**src/rtl/shift_reg_pkg.sv**
```systemverilog
// Shared types for the universal shift register family: operation codes,
// burst FSM states and a helper that classifies shift/rotate opcodes.
// No ports; imported by shift_step and shift_reg_universal.
package shift_reg_pkg;

  typedef enum logic [2:0] {
    OP_HOLD = 3'd0,
    OP_LOAD = 3'd1,
    OP_SHR  = 3'd2,
    OP_SHL  = 3'd3,
    OP_SRA  = 3'd4,
    OP_ROR  = 3'd5,
    OP_ROL  = 3'd6
  } shift_op_e;

  typedef enum logic {
    ST_IDLE = 1'b0,
    ST_BUSY = 1'b1
  } shift_state_e;

  // True for the codes that move bits (SHR..ROL); HOLD, LOAD and 7 are not.
  function automatic logic is_shift_op(input logic [2:0] op);
    return (op >= 3'd2) && (op <= 3'd6);
  endfunction

endpackage

```
**src/rtl/shift_step.sv**
```systemverilog
// One combinational shift/rotate step shared by the single-step and burst paths.
// Ports: cur (current value), op, ser_in (fill bit) -> nxt (shifted value), out_bit (expelled bit).
// Non-shift codes pass cur through unchanged and report out_bit=0.
module shift_step
  import shift_reg_pkg::*;
#(
  parameter int WIDTH = 8
) (
  input  logic [WIDTH-1:0] cur,
  input  logic [2:0]       op,
  input  logic             ser_in,
  output logic [WIDTH-1:0] nxt,
  output logic             out_bit
);

  always_comb begin
    nxt     = cur;
    out_bit = 1'b0;
    case (shift_op_e'(op))
      OP_SHR: begin
        nxt     = {ser_in, cur[WIDTH-1:1]};
        out_bit = cur[0];
      end
      OP_SHL: begin
        nxt     = {cur[WIDTH-2:0], ser_in};
        out_bit = cur[WIDTH-1];
      end
      OP_SRA: begin
        nxt     = {cur[WIDTH-1], cur[WIDTH-1:1]};
        out_bit = cur[0];
      end
      OP_ROR: begin
        nxt     = {cur[0], cur[WIDTH-1:1]};
        out_bit = cur[0];
      end
      OP_ROL: begin
        nxt     = {cur[WIDTH-2:0], cur[WIDTH-1]};
        out_bit = cur[WIDTH-1];
      end
      default: begin
        nxt     = cur;
        out_bit = 1'b0;
      end
    endcase
  end

endmodule

```
**src/rtl/shift_reg_universal.sv**
```systemverilog
// Universal shift register: parallel load, logical/arithmetic/rotate shifts, and
// counted bursts with a busy/done handshake. All outputs registered.
// Ports: clk, rst (async, active-high), op, data_in, ser_in, start, count ->
//        data_out, ser_out, busy, done.
module shift_reg_universal
  import shift_reg_pkg::*;
#(
  parameter int WIDTH = 8,
  parameter int CW    = $clog2(WIDTH + 1)
) (
  input  logic             clk,
  input  logic             rst,
  input  logic [2:0]       op,
  input  logic [WIDTH-1:0] data_in,
  input  logic             ser_in,
  input  logic             start,
  input  logic [CW-1:0]    count,
  output logic [WIDTH-1:0] data_out,
  output logic             ser_out,
  output logic             busy,
  output logic             done
);

  localparam logic [CW-1:0] ONE = CW'(1);

  shift_state_e     state_q;
  shift_op_e        op_q;
  logic [CW-1:0]    remaining_q;
  logic [WIDTH-1:0] data_q;
  logic             ser_q;
  logic             busy_q;
  logic             done_q;

  logic [2:0]       step_op;
  logic [WIDTH-1:0] step_nxt;
  logic             step_bit;

  // During a burst the latched op drives the step; live op is ignored.
  assign step_op = (state_q == ST_BUSY) ? op_q : op;

  shift_step #(.WIDTH(WIDTH)) u_step (
    .cur     (data_q),
    .op      (step_op),
    .ser_in  (ser_in),
    .nxt     (step_nxt),
    .out_bit (step_bit)
  );

  always_ff @(posedge clk or posedge rst) begin
    if (rst) begin
      state_q     <= ST_IDLE;
      op_q        <= OP_HOLD;
      remaining_q <= '0;
      data_q      <= '0;
      ser_q       <= 1'b0;
      busy_q      <= 1'b0;
      done_q      <= 1'b0;
    end else begin
      done_q <= 1'b0;
      case (state_q)
        ST_IDLE: begin
          if (start && is_shift_op(op)) begin
            // Launch edge only latches the burst; no shift happens here.
            if (count != '0) begin
              state_q     <= ST_BUSY;
              busy_q      <= 1'b1;
              op_q        <= shift_op_e'(op);
              remaining_q <= count;
            end else begin
              done_q <= 1'b1;
            end
          end else if (op == OP_LOAD) begin
            data_q <= data_in;
          end else if (is_shift_op(op)) begin
            data_q <= step_nxt;
            ser_q  <= step_bit;
          end
        end
        ST_BUSY: begin
          data_q      <= step_nxt;
          ser_q       <= step_bit;
          remaining_q <= remaining_q - ONE;
          if (remaining_q == ONE) begin
            state_q <= ST_IDLE;
            busy_q  <= 1'b0;
            done_q  <= 1'b1;
          end
        end
        default: state_q <= ST_IDLE;
      endcase
    end
  end

  assign data_out = data_q;
  assign ser_out  = ser_q;
  assign busy     = busy_q;
  assign done     = done_q;

endmodule

```
**config.mk**
```make
export PLATFORM = sky130hd
export DESIGN_NAME = shift_reg_universal
export DESIGN_NICKNAME = d
export VERILOG_FILES = /design/src/rtl/shift_reg_pkg.sv /design/src/rtl/shift_step.sv /design/src/rtl/shift_reg_universal.sv
export SDC_FILE = /design/constraint.sdc
export NUM_CORES = 1
export LEC_CHECK = 0
export BUFFER_PORTS_ARGS = -buffer_cell sky130_fd_sc_hd__buf_2
export CELL_PAD_IN_SITES_DETAIL_PLACEMENT = 1
export CELL_PAD_IN_SITES_GLOBAL_PLACEMENT = 1
export CORE_MARGIN = 2
export CORE_UTILIZATION = 35
export DETAILED_ROUTE_END_ITERATION = 7
export GPL_ROUTABILITY_DRIVEN = 1
export GPL_TIMING_DRIVEN = 0
export HOLD_SLACK_MARGIN = 0.02
export PLACE_DENSITY = 0.75
export REMOVE_ABC_BUFFERS = 1
export SLEW_MARGIN = 20
export SYNTH_ARGS = -nofsm -noshare
export SYNTH_HDL_FRONTEND = slang
export SYNTH_SLANG_ARGS = --single-unit
```
**constraint.sdc**
```tcl
create_clock -name clk -period 1.7 [get_ports clk]
set_input_delay 0.085 -clock clk [delete_from_list [all_inputs] [get_ports clk]]
set_output_delay 0.085 -clock clk [all_outputs]
set_load 0.02 [all_outputs]
```
# Word level (Yosys, flattened, before mapping)
# Cells that the tools add are included.
# Widths: inputs -> output; s select.
dict set report totals {
  output_inout_bits 11
  wordCells 61
  reg_bits 19
  in_bits 19
}
dict set report op_classes {
  order_cmp 2
  muxes 26
  eq_ne 14
  reduce_logical 10
  add_sub_neg 1
  n_bitwise 1
}
# operator n
set ops {}
lappend ops {{$pmux 8 s5} 1}
lappend ops {{$mux 8} 3}
lappend ops {{$pmux 8 s2} 1}
lappend ops {{$mux 1} 12}
lappend ops {{$ne 2x2->1 const B} 5}
lappend ops {{$pmux 1 s2} 5}
lappend ops {{$eq 3x3->1 const B} 3}
lappend ops {{$reduce_and 3->1} 3}
lappend ops {{$mux 4} 2}
lappend ops {{$pmux 4 s2} 1}
lappend ops {{$eq 3x2->1 const B} 2}
lappend ops {{$eq 4x1->1 const B} 1}
lappend ops {{$reduce_and 2->1} 2}
lappend ops {{$reduce_bool 4->1} 1}
lappend ops {{$sub 4x1->4 const B} 1}
lappend ops {{$eq 3x1->1 const B} 1}
lappend ops {{$ge 3x2->1 const B} 1}
lappend ops {{$le 3x3->1 const B} 1}
lappend ops {{$mux 3} 1}
lappend ops {{$ne 3x3->1 const B} 1}
lappend ops {{$reduce_or 3->1} 1}
lappend ops {{$logic_and 1x1->1} 2}
lappend ops {{$ne 2x1->1 const B} 1}
lappend ops {{$reduce_or 2->1} 1}
lappend ops {{$not 1->1} 1}

# Logic depth before layout (Yosys ltp)
dict set report depth {
  ltp_word 8
  ltp_mapped 6
  depth_no_buf 5
}

# Cells and area by module
# Synthesis repeated with hierarchy kept, for this count alone.
dict set report hier_totals {
  hier_cells 144
  hier_area_um2 1496.4
}
# module seq_area_each_um2 area_each_um2 cells_per_inst n_inst
set modules_own_cells {}
lappend modules_own_cells {shift_reg_universal 475.5 1136.1 93 1}
lappend modules_own_cells {shift_step 0.0 360.3 51 1}

# Worst setup path before layout
# No wires, ideal clock.
dict set report synth_path {
  kind {reg2reg}
  start {reg state_q}
  end {reg data_q[7] (netlist: data_out[7])}
  t_arrival_ps 1579
  stages_incl_launch_ff 6
  setup_ps 136
  slack_ps -15
  t_required_ps 1564
  synth_period_minus_slack_ps 1715
  cell_sequence {dfrtp_1 -> buf_2 -> mux2_2 -> and2_4 -> a2111oi_4 -> o22ai_1}
}
dict set report synth_between {
  elab_chain_cells 7
  word_cells_on_any_way 15
  classes_between {7 x eq/ne; 6 x mux; 1 x bitwise; 1 x reduce/logical}
}
# element line
set synth_rtl {}
lappend synth_rtl {{start, declared} shift_reg_universal.sv:26} ;# shift_state_e state_q;
lappend synth_rtl {{start signal, assigned} shift_reg_universal.sv:51} ;# state_q <= ST_IDLE;
lappend synth_rtl {{start signal, assigned} shift_reg_universal.sv:65} ;# state_q <= ST_BUSY;
lappend synth_rtl {{start signal, assigned} shift_reg_universal.sv:84} ;# state_q <= ST_IDLE;
lappend synth_rtl {{$mux 3} shift_reg_universal.sv:39} ;# assign step_op = (state_q == ST_BUSY) ? op_q : op;
lappend synth_rtl {{$eq 3x3->1 / $eq 3x2->1 (equally long branches)} shift_step.sv:19} ;# case (shift_op_e'(op))
lappend synth_rtl {{$pmux 8 s5} shift_step.sv:19}
lappend synth_rtl {{$mux 8} shift_reg_universal.sv:74} ;# end else if (is_shift_op(op)) begin
lappend synth_rtl {{$mux 8} shift_reg_universal.sv:72} ;# end else if (op == OP_LOAD) begin
lappend synth_rtl {{$mux 8} shift_reg_universal.sv:62} ;# if (start && is_shift_op(op)) begin
lappend synth_rtl {{$pmux 8 s2} shift_reg_universal.sv:60} ;# case (state_q)
lappend synth_rtl {{end signal, assigned} shift_reg_universal.sv:73} ;# data_q <= data_in;
lappend synth_rtl {{end signal, assigned} shift_reg_universal.sv:75} ;# data_q <= step_nxt;
lappend synth_rtl {{end signal, assigned} shift_reg_universal.sv:80} ;# data_q <= step_nxt;
lappend synth_rtl {{end, declared} shift_reg_universal.sv:29} ;# logic [WIDTH-1:0] data_q;
# Several ways; a longest one is shown, not always the timed one. The select of a mux whose other input is x is not followed.
# A chain may end at the register's enable or synchronous reset.

# Worst setup path in the final report
# Ends and elaborated chain as after synthesis.

==> impl_metrics.toml <==
[placed_design]
io_buffers = 29
gp_congestion = 0.792
placed_area_um2 = 1390
post-place-ws_ns = -0.541
hpwl_um = 2430

[floorplanning]
die_width_um = 63.0
dieArea_um2 = 3970
num_rows = 21
die_y_um = 63.0
io_pins = 30
coreArea_um2 = 3340
start_util_pct = 36.5

[detailed_routing]
wl_met1_um = 1490
vias_per_cell = 5.55
vias = 1205
ant_nets = 0
wirelength_um = 3920
drc_errors = 0
wl_met2_um = 2250
drtIter0Drc = 37
met3_length_um = 149
dr.pass1.iters = 4
wire_per_inst_um = 18.1
routed.top_layer = "met4"

[sta]
tns_ns = -0.657
finalWorstPathRequiredPeriod_ns = 1.84
slew_viol_final = 0
clock_skew_ns = 0.00676
max_freq_mhz = 542
rsz0062_at_grt = "true"
final.setup.worst_slack_ns = -0.144
setup_viol_count_final = 8
min_period_over_period_pct = 108
hold_violations = 0
slew_headroom_pct = 49.9
tightestPinTransition_ns = 0.751

[cells_and_area]
multiInputGateArea_um2 = 783
syn_to_final_growth_pct = 34.4
design_area_um2 = 1640
antenna_cells = 0
final_cell_mix = "30 x buf_2, 18 x dfrtp_1, 11 x nand2_1, 11 x inv_1, 10 x o21ai_0"
final_common_cell = "buf_2"
fillers = 413
regArea_um2 = 479
layout-drive-gt1-share_pct = 41.5
nNetsFinal = 193

[critical_path]
path_class = "flip-flop to flip-flop"
r2r_start = "state_q"
r2r-end = "data_out[7]"
rr_worst_depth = 5
critPathMaxFanout = 6
reg2reg_slack_ns = -0.14
cp-endpoint = "data_out[7]"
crit_start = "state_q"
crit_required_ns = 1.88
arrival_ns = 2.03
crit_path_start_kind = "flip-flop"
endpoint_kind = "flip-flop"

[synthesis]
synth_seq_cells = 19
ys_types = 43
synth.avg_cell_area_um2 = 9.36
synth_largest_area_cell = "dfrtp_1"
syn_inst = 130
ys_seq_area_share_pct = 39.1
yosys_warnings = 0
syn_area_um2 = 1220
post-synth-top-area-fraction_pct = 39.1
netlist_top_cells_area = "dfrtp_1 39%, mux2_2 4.6%, o22ai_1 4.6%"

[power_and_ir_drop]
power_frac_seq_pct = 28.9
p_clk_share_pct = 7.8
p_int_w = 0.00165
power.leakage_nw = 0.740
switching_share_pct = 46.5
share_comb_of_total_power_pct = 63.3
irDropWorstVdd_mv = 0.606
power_density_nw_per_um2 = 1890
p_sw_w = 0.00144

[global_route]
antenna_found_initial = 0
grt_overflow = 0
grt_pass1_wl_um = 6220
grt_pass1_vias = 1287
grt_use_total_pct = 19.8
grt_max_degree = 20

[run_status]
violations = "setup timing"
status = "finished, violations left"

[clock_network]
cts_made_buffers = 3
clock_path_buffers = 2
clock_latency_ns = 0.30
clock-root-buffer = "clkbuf_4"
cts_tree = "yes"
cts_sinks = 19
h-tree-depth = 1
path_clk_slew_ns = 0.12

[run]
maxCapViolations = 0

[worst_hold_path]
hp-class = "input pin to flip-flop"
## worst min path at each step
stage,startpoint,endpoint,slack (ns),depth (start not counted)
6_report,count[2],remaining_q[2],0.05,3
5_1_grt,count[1],remaining_q[1],0.05,2
4_1_cts,count[2],remaining_q[2],0.04,3
2_1_floorplan,rst,busy,0.04,1
3_5_place_dp,rst,data_out[7],0.26,2
3_3_place_gp,rst,remaining_q[2],0.25,2
## state kept, by name, summed over array words and instances (netlist names)
name         count
op_q             3
remaining_q      4
done             1
busy             1
ser_out          1
state_q          1
data_out         8
## critical path: stages, from the launching register on
cell and delay [ns]:
dfrtp_4 0.54, mux2_4 0.35, xor2_2 0.20, and2_4 0.20
a2111oi_4 0.30, o22ai_2 0.12
## stage by stage
step	utilization, %	instances	total power (W)	hold WS (ns)
after floorplan	-	125	0.00196	0.0361
after global placement	41.7	200	0.00230	0.251
after detailed placement	41.7	200	0.00238	0.256
after CTS	46.4	216	0.00283	0.0359
after global routing	49.0	217	0.00332	0.0473
final	49.0	217	0.00310	0.0520
## cell usage after synthesis
master      n
o31a_1      1
inv_1      11
a21oi_1     2
nor3b_1     1
nor3_1      3
nor2b_1     3
a221o_1     2
o221ai_1    1
or4b_1      1
o211ai_1    2
o31ai_1     1
a21boi_2    1
dfrtp_1    19
nand2b_1    1
a2111oi_0   1
nand2_1    11
a22oi_1     1
a221oi_1    6
o21ai_1     1
mux2_4      1
a21o_1      4
o21ba_2     1
clkbuf_1    1
mux2i_1     1
xor2_1      1
and3_1      1
o22ai_1     9
nor2_1      6
ha_1        2
and3b_1     1
nor4b_2     1
and2_1      1
buf_6       1
and2_4      1
o21ai_0    11
nand3_1     4
buf_2       3
a21boi_1    1
nor4_1      2
a2111oi_4   1
a31oi_1     1
a22o_1      1
mux2_2      5
## cells by family (layout without fill, tap and decap cells)
group	Yosys count	count (layout)	synth area share, %
AO/OA/AOI/OAI	48	48	29.3
XOR/XNOR	1	1	0.720
adder cells (fa/ha/maj)	2	2	2.06
buffers and inverters	16	57	5.86
flip-flops	19	19	39.1
multiplexers	7	7	6.68
AND/OR/NAND/NOR	37	37	16.3
## area by class of cell
| type | instances | area share [%] |
|---|---|---|
| Multi-Input combinational cell | 95 | 47.9 |
| Clock buffer | 3 | 1.38 |
| Sequential cell | 19 | 29.3 |
| Inverter | 11 | 2.52 |
| Tap cell | 46 | 3.52 |
| Timing Repair Buffer | 42 | 15.1 |
| Clock inverter | 1 | 0.306 |
## power groups by stage
stage | logic (W) | clock network [W] | registers (W)
after CTS | 0.00171 | 0.000251 | 0.000870
after floorplan | 0.000990 | 0 | 0.000973
after detailed placement | 0.00147 | 0 | 0.000906
after global placement | 0.00140 | 0 | 0.000894
after global routing | 0.00212 | 0.000272 | 0.000931
final | 0.00196 | 0.000243 | 0.000894
## metal layers
layer,up-vias,track usage (%)
met5,-,0
met4,0,7.78
met3,4,3.96
met2,34,37.1
met1,594,21.7
li1,573,-
## timing repair
action | CTS | global route
hold buffers | 3 | 0
setup endpoints to repair | 12 | 12
resized for setup | 11 | 15
pin swaps | 3 | 15
endpoints found under the hold margin | 21 | 0
buffers inserted | 9 | 1
No activity file was read; power rests on OpenSTA's default activity.
